==> src/rtl/shift_unit_pkg.sv <==
// Shared RISC definitions used by the shifter, the shift unit and decode.
package shift_unit_pkg;

  localparam int unsigned DATA_W = 32;
  localparam int unsigned SH_W   = 5;

  // Shift function codes; codes 6 and 7 are treated as pass-through.
  typedef enum logic [2:0] {
    FTN_PASS = 3'd0,
    FTN_LSL  = 3'd1,
    FTN_LSR  = 3'd2,
    FTN_ASR  = 3'd3,
    FTN_ROL  = 3'd4,
    FTN_ROR  = 3'd5
  } ftn_e;

endpackage

==> src/rtl/shift_unit_shifter.sv <==
// Combinational barrel shifter: logical/arithmetic shifts and rotates.
module shifter
  import shift_unit_pkg::*;
(
  input  logic [DATA_W-1:0] shift_in,
  input  logic [SH_W-1:0]   SH,
  input  logic [2:0]        ftn,
  output logic [DATA_W-1:0] shift_out
);

  // Rotates are built from two opposing shifts; a shift by 32 yields zero,
  // so SH == 0 degenerates cleanly to pass-through.
  always_comb begin
    shift_out = shift_in;
    case (ftn)
      FTN_LSL: shift_out = shift_in << SH;
      FTN_LSR: shift_out = shift_in >> SH;
      FTN_ASR: shift_out = $unsigned($signed(shift_in) >>> SH);
      FTN_ROL: shift_out = (shift_in << SH) | (shift_in >> (6'd32 - {1'b0, SH}));
      FTN_ROR: shift_out = (shift_in >> SH) | (shift_in << (6'd32 - {1'b0, SH}));
      default: shift_out = shift_in;
    endcase
  end

endmodule

==> src/rtl/shift_unit.sv <==
// Two-stage pipelined shift unit with valid/ready handshake and Z/N/C flags.
module shift_unit #(
  parameter int unsigned TAG_W  = 4,
  parameter int unsigned DATA_W = 32
) (
  input  logic              clk,
  input  logic              rst_n,
  input  logic              flush,
  input  logic              in_valid,
  output logic              in_ready,
  input  logic [DATA_W-1:0] in_data,
  input  logic [4:0]        in_sh,
  input  logic [2:0]        in_ftn,
  input  logic [TAG_W-1:0]  in_tag,
  output logic              out_valid,
  input  logic              out_ready,
  output logic [DATA_W-1:0] out_data,
  output logic [TAG_W-1:0]  out_tag,
  output logic              out_z,
  output logic              out_n,
  output logic              out_c
);
  import shift_unit_pkg::*;

  logic              s1_valid;
  logic [DATA_W-1:0] s1_data;
  logic [4:0]        s1_sh;
  logic [2:0]        s1_ftn;
  logic [TAG_W-1:0]  s1_tag;

  logic              s2_valid;
  logic [DATA_W-1:0] s2_data;
  logic [TAG_W-1:0]  s2_tag;
  logic              s2_z, s2_n, s2_c;

  logic              s2_adv;
  logic [DATA_W-1:0] sh_res;
  logic              carry;

  assign s2_adv   = !s2_valid || out_ready;
  assign in_ready = !flush && (!s1_valid || s2_adv);

  shifter u_shifter (
    .shift_in  (s1_data),
    .SH        (s1_sh),
    .ftn       (s1_ftn),
    .shift_out (sh_res)
  );

  // Carry is the last bit shifted out; 0 - SH in 5 bits gives 32 - SH for SH 1..31.
  always_comb begin
    carry = 1'b0;
    if (s1_sh != '0) begin
      case (s1_ftn)
        FTN_LSL: carry = s1_data[5'd0 - s1_sh];
        FTN_LSR,
        FTN_ASR: carry = s1_data[s1_sh - 5'd1];
        FTN_ROL: carry = sh_res[0];
        FTN_ROR: carry = sh_res[DATA_W-1];
        default: carry = 1'b0;
      endcase
    end
  end

  // Stage 1: capture operands when accepted; empties when it moves on with nothing new.
  always_ff @(posedge clk or negedge rst_n) begin
    if (!rst_n) begin
      s1_valid <= 1'b0;
      s1_data  <= '0;
      s1_sh    <= '0;
      s1_ftn   <= '0;
      s1_tag   <= '0;
    end else if (flush) begin
      s1_valid <= 1'b0;
    end else if (in_ready) begin
      s1_valid <= in_valid;
      if (in_valid) begin
        s1_data <= in_data;
        s1_sh   <= in_sh;
        s1_ftn  <= in_ftn;
        s1_tag  <= in_tag;
      end
    end
  end

  // Stage 2: register shifter result, tag and flags; holds while stalled.
  always_ff @(posedge clk or negedge rst_n) begin
    if (!rst_n) begin
      s2_valid <= 1'b0;
      s2_data  <= '0;
      s2_tag   <= '0;
      s2_z     <= 1'b0;
      s2_n     <= 1'b0;
      s2_c     <= 1'b0;
    end else if (flush) begin
      s2_valid <= 1'b0;
    end else if (s2_adv) begin
      s2_valid <= s1_valid;
      if (s1_valid) begin
        s2_data <= sh_res;
        s2_tag  <= s1_tag;
        s2_z    <= (sh_res == '0);
        s2_n    <= sh_res[DATA_W-1];
        s2_c    <= carry;
      end
    end
  end

  assign out_valid = s2_valid;
  assign out_data  = s2_data;
  assign out_tag   = s2_tag;
  assign out_z     = s2_z;
  assign out_n     = s2_n;
  assign out_c     = s2_c;

endmodule
==> config.mk <==
export PLATFORM = sky130hd
export DESIGN_NAME = shift_unit
export DESIGN_NICKNAME = d
export VERILOG_FILES = /design/src/rtl/shift_unit_pkg.sv /design/src/rtl/shift_unit_shifter.sv /design/src/rtl/shift_unit.sv
export SDC_FILE = /design/constraint.sdc
export NUM_CORES = 1
export LEC_CHECK = 0
export BUFFER_PORTS_ARGS = -buffer_cell sky130_fd_sc_hd__buf_2
export CAP_MARGIN = 15
export CORE_ASPECT_RATIO = 0.9
export CORE_UTILIZATION = 30
export CTS_BUF_LIST = sky130_fd_sc_hd__clkbuf_8
export DETAILED_ROUTE_END_ITERATION = 16
export PLACE_DENSITY = 0.47
export SKIP_LAST_GASP = 1
export SYNTH_ARGS = -nofsm -noshare
export SYNTH_HDL_FRONTEND = slang
export SYNTH_SLANG_ARGS = --single-unit
==> constraint.sdc <==
create_clock -name clk -period 5.1 [get_ports clk]
set_input_delay 1.02 -clock clk [delete_from_list [all_inputs] [get_ports clk]]
set_output_delay 1.02 -clock clk [all_outputs]
set_load 0.005 [all_outputs]
==> results.rst, run 1 <==
.. list-table::
   :header-rows: 1

   * - Metric
     - Value
   * - Number of antenna violations at the first check in global routing
     - 7
   * - Source-to-sink clock delay at the later pin of the worst-skew pair
     - 450 ps
   * - Post-route total power
     - 0.00668 W
   * - Number of cells upsized or downsized after cts
     - 0
   * - Via count of the first global-routing pass
     - 13693
   * - Total area of sequential cells
     - 0.00211 mm2
   * - Worst hold path class
     - reg -> reg
   * - Data required time of the worst path
     - 5490 ps
   * - Cells after synthesis
     - 1507
   * - Biggest area consumer among synthesized cells
     - sky130_fd_sc_hd__dfrtp_1
   * - Clock-pin slew reported for the worst setup and hold paths after clock tree synthesis
     - 110 ps
   * - Detail-routed net length per standard cell
     - 38.3 um
   * - Final design area excluding fillers
     - 0.0142 mm2
   * - Die outline height
     - 195 um
   * - Remaining design rule violation count
     - 0
   * - Total clock sinks
     - 84
   * - Root buffer cell
     - sky130_fd_sc_hd__clkbuf_8
   * - Fin. max-slew vios
     - 0
   * - GR Util All Layers
     - 38.3%
   * - Area taken by multi-input logic gates
     - 0.00955 mm2
   * - Vias per std cell
     - 6.83
   * - Final Wtd Congestion
     - 1.08
   * - Final HPWL from detailed placement
     - 62600 um
   * - Area of placed instances
     - 0.0139 mm2
   * - Final Hold Viols
     - 0
   * - Post-route fraction of the period consumed by the critical path
     - 91.1%
   * - Postcts setup bufs
     - 0
   * - Via total after detailed routing
     - 14525
   * - Number of antenna-violating nets in the routed design
     - 0
   * - Final std cells w/o fill
     - 2127
   * - Critical path data arrival time
     - 5030 ps
   * - Register bit count reported by yosys
     - 84
   * - Worst slew margin relative to its limit
     - 19.6%
   * - Inst Count DP
     - 2106
   * - RSZ-0062 raised after global routing
     - no
   * - Sequential share of the synthesized area
     - 17.0%
   * - Netlist Area Pre-Place
     - 0.0124 mm2
   * - Top-area cell type share of the netlist area
     - 17.0%
   * - Core Area
     - 0.0406 mm2
   * - Max Fclk
     - 0.215 GHz
   * - Maximum clock path buffer count
     - 2
   * - CTS Buf Count
     - 9
   * - Global route overflow
     - 0
   * - Layout Utilization
     - 34.9%
   * - Ports placed on the boundary
     - 90
   * - Critical setup path kind
     - reg -> reg
   * - Max-Cap Viols
     - 0
   * - Max Clock Skew
     - 17.7 ps
   * - Synth warn
     - 0
   * - CTS tree
     - built
   * - Maximum vdd ir drop
     - 0.219 mV
   * - Top area cells in the synthesized netlist
     - sky130_fd_sc_hd__dfrtp_1 17%, sky130_fd_sc_hd__mux2_2 12%, sky130_fd_sc_hd__mux4_2 12%, sky130_fd_sc_hd__mux2i_1 9.8%, sky130_fd_sc_hd__nand2_1 5.5%
   * - Router iterations before antenna repair
     - 7
   * - Maximum number of pins on one net before global-route repair
     - 113
   * - Post-Route WL
     - 81400 um
   * - Synthesized area per cell
     - 8.22 um2
   * - Die outline width
     - 216 um
   * - Cts-stage hold buffer count
     - 0
   * - Global-route wire length before repair
     - 113000 um
   * - Number of port buffers
     - 89
   * - Nature of the critical path startpoint
     - flip-flop
   * - Number of rows in the core area
     - 70
   * - Final setup TNS
     - 0 ps
   * - Predominant post-synthesis flop cell
     - sky130_fd_sc_hd__dfrtp_1
   * - Power density over the cells
     - 471 mW/mm2
   * - Initial Utilization
     - 30.5%
   * - Standby leakage power
     - 5.60 nW
   * - Number of H-tree levels
     - 3
   * - Count of unique library cells instantiated by Yosys
     - 83
   * - Run status
     - complete, no violations
   * - Top cell types by occurrence after synthesis
     - 181 x sky130_fd_sc_hd__nand2_1, 131 x sky130_fd_sc_hd__mux2_2, 128 x sky130_fd_sc_hd__nor2_1, 121 x sky130_fd_sc_hd__mux2i_1, 92 x sky130_fd_sc_hd__clkbuf_1
   * - EDFF count, synth
     - 0
   * - Endpoint type of the worst setup path
     - flip-flop
   * - Fin nets
     - 1630
   * - Starting DRT DRC Count
     - 2352
   * - Final Setup Violations
     - 0
   * - Share of cells above drive strength 1
     - 30.1%
   * - Minimum clock period after layout
     - 4650 ps
   * - Slew at the pin with the worst max-slew slack
     - 1200 ps
   * - Fill cell instance count of the final layout
     - 4382
   * - Signed area change from the synthesized netlist to the final layout
     - 14.6%
   * - Synthesized net count
     - 1558
   * - Die Footprint
     - 0.0421 mm2
   * - Maximum fanout count along the critical path
     - 93
   * - Most frequent cell after synthesis
     - sky130_fd_sc_hd__nand2_1
   * - Post-synthesis async set-or-reset flop share
     - 100%
==> final cells by class <==
type | count | area share, %
Sequential cell | 84 | 14.9
Timing Repair Buffer | 228 | 11.2
Multi-Input combinational cell | 1245 | 67.2
Inverter | 11 | 0.291
Antenna cell | 3 | 0.0529
Tap cell | 540 | 4.76
Clock inverter | 4 | 0.370
Clock buffer | 12 | 1.16
==> state kept, by name (all words and copies together), names as in the netlist <==
| signal | count |
|---|---|
| out_data | 32 |
| s1_data | 32 |
| s1_sh | 5 |
| out_tag | 4 |
| s1_tag | 4 |
| s1_ftn | 3 |
| out_c | 1 |
| out_valid | 1 |
| out_z | 1 |
| s1_valid | 1 |
==> through the flow <==
stage	hold WS (ps)	setup slack [ps]
floorplan	433	647
finish	468	454
CTS	471	533
global placement	441	498
global route	497	217
detailed placement	450	599
==> layer usage <==
layer  share of wire [%]  vias to the layer above  wire, um  track usage [%]
li1                    -                     5967         -                -
met1                  42                     7373     33800             51.9
met2                  42                      992     34100             55.0
met3                  11                      193      8950             11.1
met4                 5.5                        0      4520             19.5
met5                   0                        -         0                0
==> placed cells by master (no fill, tap or decap), types with 16 or more instances in the layout <==
cell and n:
sky130_fd_sc_hd__a211oi_1 28, sky130_fd_sc_hd__buf_4 131, sky130_fd_sc_hd__nand3_1 36, sky130_fd_sc_hd__a21oi_1 78, sky130_fd_sc_hd__mux2_2 131, sky130_fd_sc_hd__buf_2 88, sky130_fd_sc_hd__o21ai_0 83, sky130_fd_sc_hd__nand2_1 180
sky130_fd_sc_hd__nand2b_1 16, sky130_fd_sc_hd__nor2_1 127, sky130_fd_sc_hd__mux4_2 65, sky130_fd_sc_hd__o22ai_1 43, sky130_fd_sc_hd__mux2i_1 121, sky130_fd_sc_hd__dfrtp_1 79, sky130_fd_sc_hd__nor3_1 29, sky130_fd_sc_hd__o211ai_1 21
==> critical path: stages (launching register included) <==
cell,delay (ps)
sky130_fd_sc_hd__dfrtp_4,590
sky130_fd_sc_hd__buf_12,270
sky130_fd_sc_hd__nand2b_1,530
sky130_fd_sc_hd__o221ai_1,840
sky130_fd_sc_hd__o21ai_0,300
sky130_fd_sc_hd__o2bb2ai_1,200
sky130_fd_sc_hd__o32ai_1,590
sky130_fd_sc_hd__nand3b_1,190
sky130_fd_sc_hd__or3b_1,370
sky130_fd_sc_hd__or4_1,500
sky130_fd_sc_hd__o21ai_1,140
==> final timing paths <==
| path | start | cells after the start | slack, ps | endpoint |
|---|---|---|---|---|
| max | s1_sh[0] | 10 | 450 | out_z |
| min | s1_tag[0] | 2 | 470 | out_tag[0] |
| max reg2reg | s1_sh[0] | 10 | 450 | out_z |
| min reg2reg | s1_tag[0] | 2 | 470 | out_tag[0] |
| max in group asynchronous | rst_n | 2 | 3470 | s1_sh[1] |
| min in group asynchronous | rst_n | 1 | 580 | out_data[31] |
==> cells by family after synthesis <==
logic type | Yosys count | share of synthesized area (%)
AND/OR/NAND/NOR | 478 | 17.8
AO/OA/AOI/OAI | 444 | 24.7
multiplexers | 317 | 33.5
buffers and inverters | 178 | 6.34
flip-flops | 84 | 17.0
XOR/XNOR | 4 | 0.495
adder cells (fa/ha/maj) | 2 | 0.202
==> where the power goes <==
part / switching [W] / total, W / internal [W]
registers: 0.000354 / 0.00117 / 0.000819
logic: 0.00313 / 0.00493 / 0.00179
clock network: 0.000317 / 0.000586 / 0.000269
Power figures use the tool's default switching activity.
==> run 2, diff against run 1 <==
- MAX_ROUTING_LAYER: not set -> met4
- SYNTH_HIERARCHICAL: not set -> 1
==> run 2 against run 1 <==
Effect of this change: synthesized cell count is 9.2% lower; sequential share of layout area is 0.15 points lower; setup slack worse by 130 ps.
==> results.rst, run 2 <==
.. list-table::
   :header-rows: 1

   * - Metric
     - Value
   * - Run status
     - complete, no violations (unchanged)
   * - Slew at the pin with the worst max-slew slack
     - 1140 ps (was 1200 ps)
   * - Post-synthesis async set-or-reset flop share
     - 100% (unchanged)
   * - Leading cell type in the layout, fill and taps excluded
     - sky130_fd_sc_hd__nor2_1 (was sky130_fd_sc_hd__nand2_1)
   * - Total clock sinks
     - 84 (unchanged)
   * - Maximum fanout count along the critical path
     - 31 (was 93)
   * - Biggest area consumer among synthesized cells
     - sky130_fd_sc_hd__dfrtp_1 (unchanged)
   * - Max Fclk
     - 0.209 GHz (was 0.215 GHz)
   * - Number of H-tree levels
     - 3 (unchanged)
   * - Inst Count DP
     - 1989 (was 2106)
   * - Worst slew margin relative to its limit
     - 24.0% (was 19.6%)
   * - Post-Route WL
     - 81800 um (was 81400 um)
   * - Top-area cell type share of the netlist area
     - 16.8% (was 17.0%)
   * - Final setup TNS
     - 0 ps (unchanged)
   * - Share of cells above drive strength 1
     - 34.2% (was 30.1%)
   * - Worst hold path class
     - reg -> reg (unchanged)
   * - Initial Utilization
     - 30.6% (was 30.5%)
   * - RSZ-0062 raised after global routing
     - no (unchanged)
   * - Register bit count reported by yosys
     - 84 (unchanged)
   * - Die outline width
     - 217 um (was 216 um)
   * - Postcts setup bufs
     - 0 (unchanged)
   * - CTS Buf Count
     - 9 (unchanged)
   * - Number of antenna-violating nets in the routed design
     - 0 (unchanged)
   * - Die Footprint
     - 0.0425 mm2 (was 0.0421 mm2)
   * - Standby leakage power
     - 5.56 nW (was 5.60 nW)
   * - Via total after detailed routing
     - 14061 (was 14525)
   * - Final Setup Violations
     - 0 (unchanged)
   * - Endpoint type of the worst setup path
     - flip-flop (unchanged)
   * - Maximum vdd ir drop
     - 0.220 mV (was 0.219 mV)
   * - Minimum clock period after layout
     - 4780 ps (was 4650 ps)
   * - Maximum number of pins on one net before global-route repair
     - 94 (was 113)
   * - Cts-stage hold buffer count
     - 0 (unchanged)
   * - Synthesized area per cell
     - 9.14 um2 (was 8.22 um2)
   * - GR Util All Layers
     - 39.7% (was 38.3%)
   * - Via count of the first global-routing pass
     - 13312 (was 13693)
   * - Cells after synthesis
     - 1368 (was 1507)
   * - Max-Cap Viols
     - 0 (unchanged)
   * - Sequential share of the synthesized area
     - 16.8% (was 17.0%)
   * - Number of port buffers
     - 89 (unchanged)
   * - Fill cell instance count of the final layout
     - 4262 (was 4382)
   * - Synth warn
     - 6 (was 0)
   * - Fin. max-slew vios
     - 0 (unchanged)
   * - Hold Path Stages
     - 1 (was 2)
   * - Max Clock Skew
     - 22.9 ps (was 17.7 ps)
   * - Starting DRT DRC Count
     - 2293 (was 2352)
   * - Detail-routed net length per standard cell
     - 40.7 um (was 38.3 um)
   * - Data required time of the worst path
     - 5460 ps (was 5490 ps)
   * - Synthesized net count
     - 1420 (was 1558)
   * - Final Hold Viols
     - 0 (unchanged)
   * - Predominant post-synthesis flop cell
     - sky130_fd_sc_hd__dfrtp_1 (unchanged)
   * - Clock-pin slew reported for the worst setup and hold paths after clock tree synthesis
     - 110 ps (about the same)
   * - Source-to-sink clock delay at the later pin of the worst-skew pair
     - 480 ps (was 450 ps)
   * - Global route overflow
     - 0 (unchanged)
   * - Vias per std cell
     - 6.99 (was 6.83)
   * - Router iterations before antenna repair
     - 6 (was 7)
   * - Core Area
     - 0.0409 mm2 (was 0.0406 mm2)
   * - Nature of the critical path startpoint
     - flip-flop (unchanged)
   * - Ports placed on the boundary
     - 90 (unchanged)
   * - Most used cells in the layout excluding fill and tap cells
     - 149 x sky130_fd_sc_hd__nor2_1, 142 x sky130_fd_sc_hd__buf_4, 119 x sky130_fd_sc_hd__mux2_2, 103 x sky130_fd_sc_hd__mux2i_1, 102 x sky130_fd_sc_hd__nand2_1 (was 180 x sky130_fd_sc_hd__nand2_1, 131 x sky130_fd_sc_hd__mux2_2, 131 x sky130_fd_sc_hd__buf_4, 127 x sky130_fd_sc_hd__nor2_1, 121 x sky130_fd_sc_hd__mux2i_1)
   * - Final std cells w/o fill
     - 2011 (was 2127)
   * - Count of unique library cells instantiated by Yosys
     - 88 (was 83)
   * - Most frequent cell after synthesis
     - sky130_fd_sc_hd__nor2_1 (was sky130_fd_sc_hd__nand2_1)
   * - Worst Reg-to-Reg Cells
     - 11 (was 10)
   * - Top cell types by occurrence after synthesis
     - 149 x sky130_fd_sc_hd__nor2_1, 119 x sky130_fd_sc_hd__mux2_2, 103 x sky130_fd_sc_hd__mux2i_1, 103 x sky130_fd_sc_hd__nand2_1, 90 x sky130_fd_sc_hd__mux4_2 (was 181 x sky130_fd_sc_hd__nand2_1, 131 x sky130_fd_sc_hd__mux2_2, 128 x sky130_fd_sc_hd__nor2_1, 121 x sky130_fd_sc_hd__mux2i_1, 92 x sky130_fd_sc_hd__clkbuf_1)
   * - Fin nets
     - 1512 (was 1630)
   * - Die outline height
     - 196 um (was 195 um)
   * - Flop2flop setup slack
     - 320 ps (was 450 ps)
   * - Top area cells in the synthesized netlist
     - sky130_fd_sc_hd__dfrtp_1 17%, sky130_fd_sc_hd__mux4_2 16%, sky130_fd_sc_hd__mux2_2 11%, sky130_fd_sc_hd__mux2i_1 8.2%, sky130_fd_sc_hd__nor2_1 4.5% (was sky130_fd_sc_hd__dfrtp_1 17%, sky130_fd_sc_hd__mux2_2 12%, sky130_fd_sc_hd__mux4_2 12%, sky130_fd_sc_hd__mux2i_1 9.8%, sky130_fd_sc_hd__nand2_1 5.5%)
   * - Power density over the cells
     - 468 mW/mm2 (was 471 mW/mm2)
   * - Netlist Area Pre-Place
     - 0.0125 mm2 (was 0.0124 mm2)
   * - CTS tree
     - built (unchanged)
   * - Global-route wire length before repair
     - 113000 um (about the same)
   * - Number of cells upsized or downsized after cts
     - 0 (unchanged)
   * - Signed area change from the synthesized netlist to the final layout
     - 14.6% (about the same)
   * - Number of antenna violations at the first check in global routing
     - 5 (was 7)
   * - Critical path data arrival time
     - 5150 ps (was 5030 ps)
   * - Number of rows in the core area
     - 70 (unchanged)
   * - Maximum clock path buffer count
     - 2 (unchanged)
   * - Final HPWL from detailed placement
     - 63600 um (was 62600 um)
   * - Critical setup path kind
     - reg -> reg (unchanged)
   * - Post-route fraction of the period consumed by the critical path
     - 93.7% (was 91.1%)
   * - Final Wtd Congestion
     - 1.07 (was 1.08)
   * - Remaining design rule violation count
     - 0 (unchanged)
   * - Root buffer cell
     - sky130_fd_sc_hd__clkbuf_8 (unchanged)
   * - EDFF count, synth
     - 0 (unchanged)
-- run 2: changes by cell type after synthesis, sizes merged, moves of 16 or more --
cell / before / now
mux2: 131 / 150
mux2i: 121 / 103
mux4: 65 / 100
o21ai: 85 / 39
a21oi: 80 / 57
o22ai: 43 / 27
a211oi: 29 / 11
nand2: 182 / 103
nor2: 129 / 149
o32a: 9 / 25
-- run 2: logic make-up after synthesis --
kind of cell               share of synthesized area, %
and+or+nand+nor                                    15.8
muxes                                              40.1
AOI/OAI and AO/OA                                  19.1
buffers and inverters                              6.98
DFF                                                16.8
xor gates and xnor gates                          0.830
adders and majority gates                         0.300
-- run 2: per-stage QoR --
step | worst slack, ps | instance area, um2 | hold slack, ps | total power, W | util (%)
after global placement | 510 | 14100 | 470 | 0.00603 | 34.5
final | 319 | 14300 | 506 | 0.00671 | 35.1
after CTS | 527 | 14300 | 513 | 0.00651 | 35.0
after floorplan | 792 | 12500 | 460 | 0.00381 | -
after detailed placement | 575 | 14100 | 489 | 0.00594 | 34.5
after global routing | 238 | 14300 | 522 | 0.00687 | 35.0
-- run 2: layer usage --
metal | GRT usage [%] | wire length (um) | vias to the layer above
met1 | 54.7 | 34900 | 7207
li1 | - | - | 5557
met3 | 7.84 | 8390 | 201
met4 | 19.0 | 4780 | 0
met5 | - | 0 | -
met2 | 55.1 | 33800 | 1096
-- run 2: layout make-up --
type | count | area (um2) | area share (%)
clock buffer | 10 | 138 | 0.960
multi-input combinational | 1111 | 9620 | 67.1
inverter | 17 | 63.8 | 0.445
antenna | 6 | 15.0 | 0.105
sequential | 84 | 2110 | 14.7
tap | 540 | 676 | 4.71
timing repair buffer | 237 | 1650 | 11.5
clock inverter | 6 | 65.1 | 0.454
-- run 2: power by group --
| group | leakage (nW) | internal (W) | switching (W) |
|---|---|---|---|
| clock network | 0.0964 | 0.000238 | 0.000311 |
| registers | 1.00 | 0.000853 | 0.000360 |
| logic | 4.46 | 0.00189 | 0.00306 |
-- run 2: worst max-delay path: stages, from the launching register on --
cell                      delay, ps
sky130_fd_sc_hd__dfrtp_4        560
sky130_fd_sc_hd__inv_1          200
sky130_fd_sc_hd__ha_4           610
sky130_fd_sc_hd__buf_4          330
sky130_fd_sc_hd__mux2i_1        740
sky130_fd_sc_hd__mux2i_1        340
sky130_fd_sc_hd__a22oi_1        270
sky130_fd_sc_hd__a31oi_1        260
sky130_fd_sc_hd__o32a_1         440
sky130_fd_sc_hd__nor4_1         410
sky130_fd_sc_hd__nand4_1        230
sky130_fd_sc_hd__o31ai_1        260
-- run 2: worst paths after layout --
check,start,end
worst max register to register,s1_sh[1],out_z
worst max-delay path,s1_sh[1],out_z
worst min-delay path,s1_tag[3],s1_tag[3]
min in group asynchronous,rst_n,out_data[15]
worst min register to register,s1_tag[3],s1_tag[3]
max in group asynchronous,rst_n,s1_sh[1]
==> run 3, diff against run 2 <==
- ABC_AREA: not set -> 1
- PLACE_DENSITY: 0.47 -> 0.48
- clock period: 5.1 -> 5.4 ns (I/O delays scaled with it)
==> run 3 against run 2 <==
Effect of this change: the flow now finishes with violations (DRC); clock power fell by 13%; sequential power fell by 20%; combinational power fell by 35%; highest routed layer unchanged; largest power group unchanged; critical path depth rose by 5; routed wire length fell by 16%; total power fell by 31%; cell area fell by 15%; first-iteration DRC count fell by 3.6%; sequential share of layout area rose by 2.5 points; non-clock buffer count fell by 112; core utilization fell by 2.3 points; worst hold slack got worse by 27 ps.
==> results.rst, run 3 <==
.. list-table::
   :header-rows: 1

   * - Metric
     - Value
   * - Run status
     - complete, but fails checks (was complete, no violations)
   * - Failing checks
     - DRC
   * - Reg-to-reg critical path endpoint
     - out_z (unchanged)
   * - Minimum clock period after layout
     - 3850 ps (was 4780 ps)
   * - Proportion of total power due to net switching
     - 60.0% (was 55.6%)
   * - Final Wtd Congestion
     - 1.03 (was 1.07)
   * - Number of H-tree levels
     - 3 (unchanged)
   * - Final design area excluding fillers
     - 0.0122 mm2 (was 0.0143 mm2)
   * - Cts-stage hold buffer count
     - 0 (unchanged)
   * - Starting DRT DRC Count
     - 2211 (was 2293)
   * - Final Setup Violations
     - 0 (unchanged)
   * - Worst hold path class
     - reg -> reg (unchanged)
   * - CTS tree
     - built (unchanged)
   * - DP Worst Slack
     - 1710 ps (was 575 ps)
   * - Combinational Power Share
     - 69.0% (was 73.7%)
   * - Clock-pin slew reported for the worst setup and hold paths after clock tree synthesis
     - 100 ps (was 110 ps)
   * - Most used cells in the layout excluding fill and tap cells
     - 737 x sky130_fd_sc_hd__nand2_1, 678 x sky130_fd_sc_hd__nand3_1, 140 x sky130_fd_sc_hd__nor2_1, 122 x sky130_fd_sc_hd__inv_1, 88 x sky130_fd_sc_hd__buf_2 (was 149 x sky130_fd_sc_hd__nor2_1, 142 x sky130_fd_sc_hd__buf_4, 119 x sky130_fd_sc_hd__mux2_2, 103 x sky130_fd_sc_hd__mux2i_1, 102 x sky130_fd_sc_hd__nand2_1)
   * - Postcts setup bufs
     - 0 (unchanged)
   * - Sequential share of the synthesized area
     - 18.6% (was 16.8%)
   * - Number of rows in the core area
     - 67 (was 70)
   * - Final Hold Viols
     - 0 (unchanged)
   * - Count of unique library cells instantiated by Yosys
     - 36 (was 88)
   * - Maximum fanout count along the critical path
     - 43 (was 31)
   * - Top area cells in the synthesized netlist
     - sky130_fd_sc_hd__nand3_1 30%, sky130_fd_sc_hd__nand2_1 25%, sky130_fd_sc_hd__dfrtp_1 19%, sky130_fd_sc_hd__nor2_1 4.7%, sky130_fd_sc_hd__inv_1 4.0% (was sky130_fd_sc_hd__dfrtp_1 17%, sky130_fd_sc_hd__mux4_2 16%, sky130_fd_sc_hd__mux2_2 11%, sky130_fd_sc_hd__mux2i_1 8.2%, sky130_fd_sc_hd__nor2_1 4.5%)
   * - Max-Cap Viols
     - 0 (unchanged)
   * - GR Util All Layers
     - 36.8% (was 39.7%)
   * - Critical path data arrival time
     - 4100 ps (was 5150 ps)
   * - EDFF count, synth
     - 0 (unchanged)
   * - Cells after synthesis
     - 2133 (was 1368)
   * - Post-route fraction of the period consumed by the critical path
     - 71.3% (was 93.7%)
   * - Register bit count reported by yosys
     - 84 (unchanged)
   * - Detail-routed net length per standard cell
     - 26.2 um (was 40.7 um)
   * - Area of placed instances
     - 0.0120 mm2 (was 0.0141 mm2)
   * - Share of cells above drive strength 1
     - 9.10% (was 34.2%)
   * - Startpoint of the worst-slack reg-to-reg timing path
     - s1_sh[0] (was s1_sh[1])
   * - Leading cell type in the layout, fill and taps excluded
     - sky130_fd_sc_hd__nand2_1 (was sky130_fd_sc_hd__nor2_1)
   * - Most frequent cell after synthesis
     - sky130_fd_sc_hd__nand2_1 (was sky130_fd_sc_hd__nor2_1)
   * - Flop2flop setup slack
     - 1550 ps (was 320 ps)
   * - Core Area
     - 0.0372 mm2 (was 0.0409 mm2)
   * - Netlist Area Pre-Place
     - 0.0113 mm2 (was 0.0125 mm2)
   * - Top-area cell type share of the netlist area
     - 30.0% (was 16.8%)
   * - Die outline height
     - 186 um (was 196 um)
   * - Endpoint of the worst hold-timing path
     - out_tag[2] (was s1_tag[3])
   * - Number of port buffers
     - 89 (unchanged)
   * - Final WS setup
     - 1550 ps (was 319 ps)
   * - Power density over the cells
     - 382 mW/mm2 (was 468 mW/mm2)
   * - Global-route wire length before repair
     - 99200 um (was 113000 um)
   * - Final std cells w/o fill
     - 2626 (was 2011)
   * - Critical setup path kind
     - reg -> reg (unchanged)
   * - Vias per std cell
     - 5.96 (was 6.99)
   * - Biggest area consumer among synthesized cells
     - sky130_fd_sc_hd__nand3_1 (was sky130_fd_sc_hd__dfrtp_1)
   * - Switching component of the power
     - 0.00279 W (was 0.00373 W)
   * - Maximum number of pins on one net before global-route repair
     - 71 (was 94)
   * - Root buffer cell
     - sky130_fd_sc_hd__clkbuf_8 (unchanged)
   * - Source-to-sink clock delay at the later pin of the worst-skew pair
     - 390 ps (was 480 ps)
   * - Number of cells upsized or downsized after cts
     - 0 (unchanged)
   * - Hold Path Stages
     - 2 (was 1)
   * - Maximum vdd ir drop
     - 0.145 mV (was 0.220 mV)
   * - Worst Reg-to-Reg Cells
     - 16 (was 11)
   * - Post-Route WL
     - 68900 um (was 81800 um)
   * - Diode count
     - 0 (was 6)
   * - CTS Buf Count
     - 9 (unchanged)
   * - Ports placed on the boundary
     - 90 (unchanged)
   * - Final HPWL from detailed placement
     - 51000 um (was 63600 um)
   * - Predominant post-synthesis flop cell
     - sky130_fd_sc_hd__dfrtp_1 (unchanged)
   * - Endpoint type of the worst setup path
     - flip-flop (unchanged)
   * - Maximum clock path buffer count
     - 2 (unchanged)
   * - Global route overflow
     - 0 (unchanged)
   * - Number of antenna violations at the first check in global routing
     - 1 (was 5)
   * - Via total after detailed routing
     - 15661 (was 14061)
   * - Fin nets
     - 2190 (was 1512)
   * - Synth warn
     - 6 (unchanged)
   * - Post-synthesis async set-or-reset flop share
     - 100% (unchanged)
   * - Initial Utilization
     - 30.4% (was 30.6%)
   * - Total clock sinks
     - 84 (unchanged)
   * - Top cell types by occurrence after synthesis
     - 739 x sky130_fd_sc_hd__nand2_1, 678 x sky130_fd_sc_hd__nand3_1, 141 x sky130_fd_sc_hd__nor2_1, 122 x sky130_fd_sc_hd__inv_1, 84 x sky130_fd_sc_hd__dfrtp_1 (was 149 x sky130_fd_sc_hd__nor2_1, 119 x sky130_fd_sc_hd__mux2_2, 103 x sky130_fd_sc_hd__mux2i_1, 103 x sky130_fd_sc_hd__nand2_1, 90 x sky130_fd_sc_hd__mux4_2)
   * - Number of antenna-violating nets in the routed design
     - 0 (unchanged)
   * - Standby leakage power
     - 6.35 nW (was 5.56 nW)
   * - Die outline width
     - 207 um (was 217 um)
   * - Nature of the critical path startpoint
     - flip-flop (unchanged)
   * - Hold Slack
     - 479 ps (was 506 ps)
   * - Max Fclk
     - 0.260 GHz (was 0.209 GHz)
   * - Fin. max-slew vios
     - 0 (unchanged)
   * - Data required time of the worst path
     - 5650 ps (was 5460 ps)
   * - Slew at the pin with the worst max-slew slack
     - 1100 ps (was 1140 ps)
   * - Synthesized area per cell
     - 5.30 um2 (was 9.14 um2)
   * - Die Footprint
     - 0.0385 mm2 (was 0.0425 mm2)
   * - Seq pwr share
     - 20.7% (was 18.1%)
   * - Clock power frac
     - 10.3% (was 8.2%)
   * - Start point of the worst hold path
     - s1_tag[2] (was s1_tag[3])
   * - Synthesized net count
     - 2185 (was 1420)
   * - Max Clock Skew
     - 15.9 ps (was 22.9 ps)
   * - Router iterations before antenna repair
     - 13 (was 6)
   * - Internal power
     - 0.00186 W (was 0.00298 W)
   * - Inst Count DP
     - 2610 (was 1989)
   * - RSZ-0062 raised after global routing
     - no (unchanged)
   * - Remaining design rule violation count
     - 1 (was 0)
   * - Final setup TNS
     - 0 ps (unchanged)
   * - Worst slew margin relative to its limit
     - 26.1% (was 24.0%)
   * - Via count of the first global-routing pass
     - 14442 (was 13312)
   * - Signed area change from the synthesized netlist to the final layout
     - 7.79% (was 14.6%)
run 3: final cells by class:
class                           instances  area (um2)
Clock buffer                           10         138
Multi-Input combinational cell       1784        8040
Sequential cell                        84        2110
Fill cell                            4438       25000
Timing Repair Buffer                  125         731
Clock inverter                          6        65.1
Inverter                              134         505
Tap cell                              483         604
run 3: kinds of logic (layout without fill, tap and decap cells):
family,count (synthesis),in the layout,synth area share (%)
AOI/OAI and AO/OA,162,162,7.55
and+or+nand+nor,1613,1613,62.5
xor gates and xnor gates,3,3,0.299
DFF,84,84,18.6
buffers and inverters,265,275,10.4
adders and majority gates,3,3,0.332
muxes,3,3,0.299
run 3: worst max-delay path by stage:
stage | start | end | slack, ps | cells after the start
global placement | s1_sh[0] | out_c | 1730 | 12
global route | s1_sh[0] | out_c | 1310 | 14
floorplan | s1_sh[1] | out_z | 2610 | 18
CTS | s1_sh[0] | out_c | 1690 | 14
detailed placement | s1_sh[0] | out_c | 1710 | 14
finish | s1_sh[0] | out_z | 1550 | 16
run 3: through the flow:
step	power, W	utilization (%)
3_5_place_dp	0.00407	32.2
4_1_cts	0.00457	32.8
3_3_place_gp	0.00410	32.2
6_report	0.00465	32.8
5_1_grt	0.00496	32.8
2_1_floorplan	0.00288	-
run 3: critical path, stage by stage, from the launching register on:
cell	delay (ps)
sky130_fd_sc_hd__dfrtp_2	430
sky130_fd_sc_hd__inv_4	360
sky130_fd_sc_hd__ha_2	330
sky130_fd_sc_hd__inv_1	50
sky130_fd_sc_hd__nand2_1	70
sky130_fd_sc_hd__nand2_2	70
sky130_fd_sc_hd__inv_2	620
sky130_fd_sc_hd__buf_4	350
sky130_fd_sc_hd__nand2_1	90
sky130_fd_sc_hd__nor2_1	150
sky130_fd_sc_hd__a21oi_1	120
sky130_fd_sc_hd__nand2_1	170
sky130_fd_sc_hd__nor2_1	70
sky130_fd_sc_hd__a21oi_1	370
sky130_fd_sc_hd__inv_1	180
sky130_fd_sc_hd__nand4_1	130
sky130_fd_sc_hd__o21ai_0	100
run 3: power by group through the flow:
| stage | logic, W | registers, W | clock network (W) |
|---|---|---|---|
| floorplan | 0.00201 | 0.000869 | 0 |
| global placement | 0.00313 | 0.000969 | 0 |
| detailed placement | 0.00310 | 0.000968 | 0 |
| CTS | 0.00311 | 0.000959 | 0.000497 |
| global route | 0.00347 | 0.000974 | 0.000519 |
| finish | 0.00321 | 0.000965 | 0.000479 |
run 3: metal layers:
| layer | routed length, um | GRT usage [%] | vias up |
|---|---|---|---|
| li1 | - | - | 7102 |
| met1 | 29500 | 49.1 | 7497 |
| met2 | 29300 | 53.8 | 917 |
| met3 | 6170 | 5.57 | 145 |
| met4 | 3900 | 18.1 | 0 |
| met5 | 0 | - | - |
